==> src/rtl/uart_tx_queue_pkg.sv <==
// Shared definitions for the UART transmit queue: byte width, drain FSM states and
// the saturating helper used by the optional dropped-push counter.
package uart_tx_queue_pkg;

    localparam int BYTE_W = 8;

    typedef enum logic [1:0] {
        IDLE       = 2'd0,
        WAIT_START = 2'd1,
        WAIT_DONE  = 2'd2
    } drain_state_t;

    function automatic logic [7:0] sat_inc8(input logic [7:0] value);
        return (value == 8'hFF) ? value : value + 8'd1;
    endfunction

endpackage

==> src/rtl/uart_tx_queue_sync_fifo_mem.sv <==
// Byte register file for the transmit queue: one synchronous write port and one
// asynchronous read port, so a pop sees the entry before a same-cycle overwrite.
module sync_fifo_mem
    import uart_tx_queue_pkg::*;
#(
    parameter int ADDR_W = 4,
    parameter int DATA_W = BYTE_W
) (
    input  logic              clk,
    input  logic              we,
    input  logic [ADDR_W-1:0] waddr,
    input  logic [DATA_W-1:0] wdata,
    input  logic [ADDR_W-1:0] raddr,
    output logic [DATA_W-1:0] rdata
);

    logic [DATA_W-1:0] mem [0:(1<<ADDR_W)-1];

    always_ff @(posedge clk) begin
        if (we) begin
            mem[waddr] <= wdata;
        end
    end

    assign rdata = mem[raddr];

endmodule

==> src/rtl/uart_tx_queue.sv <==
// Byte FIFO between the UART memory controller and the UART transmitter, paced on
// uart_is_transmitting. Define UART_TX_QUEUE_OVF_CNT_EN to add the ovf_count port.
module uart_tx_queue
    import uart_tx_queue_pkg::*;
#(
    parameter int DEPTH_LOG2    = 4,
    parameter int START_TIMEOUT = 4
) (
    input  logic                  clk,
    input  logic                  rst_n,
    input  logic                  push,
    input  logic [BYTE_W-1:0]     push_byte,
    output logic                  uart_transmit,
    output logic [BYTE_W-1:0]     uart_tx_byte,
    input  logic                  uart_is_transmitting,
    output logic                  full,
    output logic                  empty,
    output logic [DEPTH_LOG2:0]   count,
    output logic                  overflow
`ifdef UART_TX_QUEUE_OVF_CNT_EN
    ,
    output logic [7:0]            ovf_count
`endif
);

    localparam int DEPTH = 1 << DEPTH_LOG2;
    localparam int CNT_W = DEPTH_LOG2 + 1;
    localparam int TMR_W = $clog2(START_TIMEOUT + 1);

    logic [DEPTH_LOG2-1:0] wr_ptr;
    logic [DEPTH_LOG2-1:0] rd_ptr;
    logic [BYTE_W-1:0]     rd_data;
    logic [TMR_W-1:0]      timer;
    drain_state_t          state;

    logic pop;
    logic push_ok;
    logic drop;

    assign full  = (count == CNT_W'(DEPTH));
    assign empty = (count == '0);

    // A pop frees a slot in the same cycle, so a push into a full queue is only
    // dropped when no byte leaves on that edge.
    assign pop     = (state == IDLE) && !empty && !uart_is_transmitting;
    assign push_ok = push && (!full || pop);
    assign drop    = push && full && !pop;

    sync_fifo_mem #(
        .ADDR_W (DEPTH_LOG2),
        .DATA_W (BYTE_W)
    ) u_mem (
        .clk   (clk),
        .we    (push_ok),
        .waddr (wr_ptr),
        .wdata (push_byte),
        .raddr (rd_ptr),
        .rdata (rd_data)
    );

    always_ff @(posedge clk or negedge rst_n) begin
        if (!rst_n) begin
            wr_ptr   <= '0;
            count    <= '0;
            overflow <= 1'b0;
        end else begin
            if (push_ok) begin
                wr_ptr <= wr_ptr + 1'b1;
            end
            case ({push_ok, pop})
                2'b10:   count <= count + 1'b1;
                2'b01:   count <= count - 1'b1;
                default: count <= count;
            endcase
            if (drop) begin
                overflow <= 1'b1;
            end
        end
    end

`ifdef UART_TX_QUEUE_OVF_CNT_EN
    always_ff @(posedge clk or negedge rst_n) begin
        if (!rst_n) begin
            ovf_count <= 8'h00;
        end else if (drop) begin
            ovf_count <= sat_inc8(ovf_count);
        end
    end
`endif

    // Drain FSM: launch one byte, then wait for the UART to take it (or give up
    // after START_TIMEOUT cycles) and for the frame to finish before the next one.
    always_ff @(posedge clk or negedge rst_n) begin
        if (!rst_n) begin
            state         <= IDLE;
            rd_ptr        <= '0;
            timer         <= '0;
            uart_transmit <= 1'b0;
            uart_tx_byte  <= 8'h00;
        end else begin
            case (state)
                IDLE: begin
                    uart_transmit <= 1'b0;
                    if (pop) begin
                        uart_tx_byte  <= rd_data;
                        uart_transmit <= 1'b1;
                        rd_ptr        <= rd_ptr + 1'b1;
                        timer         <= '0;
                        state         <= WAIT_START;
                    end
                end
                WAIT_START: begin
                    uart_transmit <= 1'b0;
                    if (uart_is_transmitting) begin
                        state <= WAIT_DONE;
                    end else if (timer == TMR_W'(START_TIMEOUT - 1)) begin
                        state <= IDLE;
                    end else begin
                        timer <= timer + 1'b1;
                    end
                end
                WAIT_DONE: begin
                    uart_transmit <= 1'b0;
                    if (!uart_is_transmitting) begin
                        state <= IDLE;
                    end
                end
                default: begin
                    uart_transmit <= 1'b0;
                    state         <= IDLE;
                end
            endcase
        end
    end

endmodule

==> config.mk <==
export PLATFORM = sky130hd
export DESIGN_NAME = uart_tx_queue
export DESIGN_NICKNAME = d
export VERILOG_FILES = /design/src/rtl/uart_tx_queue_pkg.sv /design/src/rtl/uart_tx_queue_sync_fifo_mem.sv /design/src/rtl/uart_tx_queue.sv
export SDC_FILE = /design/constraint.sdc
export NUM_CORES = 1
export LEC_CHECK = 0
export BUFFER_PORTS_ARGS = -buffer_cell sky130_fd_sc_hd__buf_4
export CORE_ASPECT_RATIO = 1.75
export CORE_MARGIN = 1.5
export CORE_UTILIZATION = 60
export CTS_CLUSTER_DIAMETER = 30
export DETAILED_ROUTE_END_ITERATION = 10
export PLACE_DENSITY_LB_ADDON = 0.3
export SETUP_SLACK_MARGIN = 0.02
export SYNTH_ARGS = -nofsm -noshare
export SYNTH_HDL_FRONTEND = slang
export SYNTH_SLANG_ARGS = --single-unit
==> constraint.sdc <==
create_clock -name clk -period 7.4 [get_ports clk]
set_input_delay 1.48 -clock clk [delete_from_list [all_inputs] [get_ports clk]]
set_output_delay 1.48 -clock clk [all_outputs]
set_load 0.01 [all_outputs]
==> flow_metrics.py <==
metrics = {
    "status": {
        "status": "completed",
    },
    "critical_path": {
        "cp.arrival_ns": 4.32,
        "worst_r2r_endpoint": "count[4]",
        "critical_path_class": "in -> reg",
        "r2r_start": "count[2]",
        "setup.worst_path.end_class": "flop",
        "reg2reg_setup_slack_ns": 3.99,
        "cp-start-kind": "primary input",
        "critical_path_required_ns": 7.70,
        "critical_path.max_fanout": 24,
        "rr_worst_depth": 9,
    },
    "sta": {
        "timing.final.crit_period_ns": 4.02,
        "fin_ws_ns": 3.38,
        "worst_pin_slew_ns": 1.00,
        "slew_headroom_pct": 33.0,
        "worst_clock_skew_ns": 0.0174,
        "rsz_0062_raised_after_global_routing": "false",
        "fmax_ghz": 0.249,
        "setup-violations-final": 0,
        "min_period_over_period_pct": 54.3,
        "totalNegativeSetupSlack_ns": 0,
        "finalHoldViolations": 0,
        "finalMaxSlewViolations": 0,
        "timing.hold.ws_ns": 0.480,
    },
    "placement": {
        "worst_slack_at_placement_ns": 3.03,
        "gpl.final_weighted_congestion": 0.778,
        "placement.io_buffers": 28,
        "hpwlAfterDp_um": 7340,
        "standard_cell_area_after_detailed_placement_mm2": 0.00658,
        "place_inst": 479,
    },
    "power_and_ir_drop": {
        "power_leakage_nw": 2.48,
        "vdd_ir_drop_max_uv": 332,
        "total_power_divided_by_cell_area_mw_per_mm2": 399,
        "overall_power_consumption_mw": 2.85,
    },
    "synthesis": {
        "syn_area_per_cell_um2": 18.5,
        "syn_nets": 361,
        "synth_largest_area_cell": "edfxtp_1",
        "synth.area.top_cells": "edfxtp_1 61%, mux4_2 12%, dfrtp_1 11%, ha_1 2.2%, mux2_2 1.8%",
        "share_of_the_synthesized_area_in_the_top_cell_type_pct": 61.4,
        "count_of_flip_flops_with_a_built_in_enable_after_synthesis": 128,
        "synth.most_common_cell": "edfxtp_1",
        "yosys_most_used_dff": "edfxtp_1",
        "synth_async_sr_flop_share_pct": 17.9,
        "ys_seq_elements": 156,
        "synth.cell_area_mm2": 0.00626,
        "ys_top_cells_by_count": "128 x edfxtp_1, 32 x mux4_2, 28 x dfrtp_1",
        "synth-warning-count": 0,
        "ys_seq_area_share_pct": 72.6,
        "syn-instance-count": 338,
        "synth.distinct_cells": 40,
    },
    "clock_tree": {
        "tritoncts": "done",
        "cts.repair_timing.setup_buffer_count": 0,
        "worst_skew_pair.late_latency_ns": 0.42,
        "cts_root_buffer": "clkbuf_16",
        "clk_path_buf_depth": 2,
        "cts_hold_repair.buffers": 0,
        "ctsResizeCount": 0,
        "clkSinkCount": 156,
        "cts_buffers": 17,
        "h-tree-depth": 4,
        "worst_setup_hold_path_clk_slew_ns": 0.06,
    },
    "route": {
        "post_drt_via_cell_ratio": 6.17,
        "starting_drt_drc_count": 218,
        "drc": 0,
        "count_of_tritonroute_iterations_in_the_first_routing_pass": 4,
        "drtAntennaViolNets": 0,
        "via_count": 3152,
        "wirelength_um": 11500,
        "route.detailed.wl_per_inst_um": 22.5,
    },
    "grt": {
        "grt_max_degree": 36,
        "globalRouteOverflowTotal": 0,
        "grt-busiest-layer": "met2",
        "grt_usage_pct": 23.1,
        "globalRouteMet1Util_pct": 27.8,
        "groute.layer.met3.usage_pct": 6.14,
        "grt_first_pass_wirelength_um": 18200,
        "grtUsageMet2_pct": 37.2,
        "via_count_of_the_first_global_routing_pass": 3439,
        "antenna_found_initial": 0,
    },
    "die": {
        "core_mm2": 0.0102,
        "fp.dieArea_mm2": 0.0111,
        "die_width_um": 80.2,
        "y_dimension_of_the_die_um": 138,
        "floorplan.initialDensity_pct": 61.2,
        "placementRows": 49,
        "ioPinCount": 29,
    },
    "min_path": {
        "min_path_type": "reg -> reg",
        "timing.hold.worst_path_depth": 1,
        "min_from": "overflow",
        "hold_end": "overflow",
    },
    "final_layout": {
        "fill_cells": 627,
        "postLayoutCoreUtil_pct": 69.9,
        "syn_to_final_growth_pct": 14.2,
        "instances_no_fill": 511,
        "final_nets": 394,
        "design_area_mm2": 0.00716,
        "fraction_of_final_layout_cells_sized_beyond_drive_strength_1_pct": 29.7,
        "insertedDiodeCount": 0,
    },
    "flow_run": {
        "maxCapViolations": 0,
    },
}
[flip-flops by register name (all words and copies together) (netlist names)]
| name | flops |
|---|---|
| count | 5 |
| overflow | 1 |
| rd_ptr | 4 |
| state | 2 |
| timer | 3 |
| u_mem.mem | 128 |
| uart_transmit | 1 |
| uart_tx_byte | 8 |
| wr_ptr | 4 |
[how the worst max path moves through the flow]
stage,from,to,slack (ns),cells after the start
after floorplan,uart_is_transmitting,count[4],3.70,11
after global placement,uart_is_transmitting,count[4],3.12,10
after detailed placement,uart_is_transmitting,count[4],3.03,10
after CTS,uart_is_transmitting,count[4],3.45,10
after global routing,uart_is_transmitting,count[4],3.03,10
final,uart_is_transmitting,count[4],3.38,10
[layout by cell type (no fill, tap or decap), types with 5 or more instances in the layout]
cell	n
mux2_2	10
edfxtp_1	128
buf_4	34
xor2_1	5
dfrtp_1	27
nor3_1	5
a21oi_1	11
clkinvlp_4	5
xnor2_1	7
o22ai_1	18
clkbuf_16	17
o21ai_0	6
nand2_1	8
ha_1	11
inv_1	7
nor2_1	16
mux4_2	32
[layer usage]
metal	vias to the layer above	wire length, µm
li1	1409	-
met1	1607	4420
met2	113	6290
met3	23	455
met4	0	357
met5	-	0
[layout make-up]
type                    count  area [µm²]  area share [%]
clock buffers              18         429            6.00
inverters                   7        26.3           0.367
multi-input cells         155        1600            22.3
repair buffers             34         255            3.57
flip-flops and latches    156        4550            63.5
clock inverters            14         144            2.01
well taps                 127         159            2.22
[worst max-delay path: stages]
cell and delay, ns:
buf_4 0.12, nor3_1 0.42, o21a_1 0.74, ha_1 0.47, xor2_1 0.11, ha_1 0.22
o211a_1 0.23, o31ai_1 0.27, a31oi_1 0.10, xnor2_1 0.15
[kinds of logic (layout without fill, tap and decap cells)]
logic type | Yosys count | count (layout) | share of synthesized area (%)
and+or+nand+nor | 45 | 45 | 3.76
adders and majority gates | 11 | 11 | 2.20
DFF | 156 | 156 | 72.6
buffers and inverters | 27 | 73 | 1.96
muxes | 43 | 43 | 13.5
xor gates and xnor gates | 12 | 12 | 1.68
AOI/OAI and AO/OA | 44 | 44 | 4.39
[power by group]
| part | switching (mW) | internal [mW] | total (mW) | leakage [nW] |
|---|---|---|---|---|
| registers | 0.106 | 1.10 | 1.21 | 1.48 |
| clock network | 0.339 | 0.495 | 0.835 | 0.268 |
| logic | 0.415 | 0.399 | 0.815 | 0.732 |
Power figures use the tool's default switching activity.
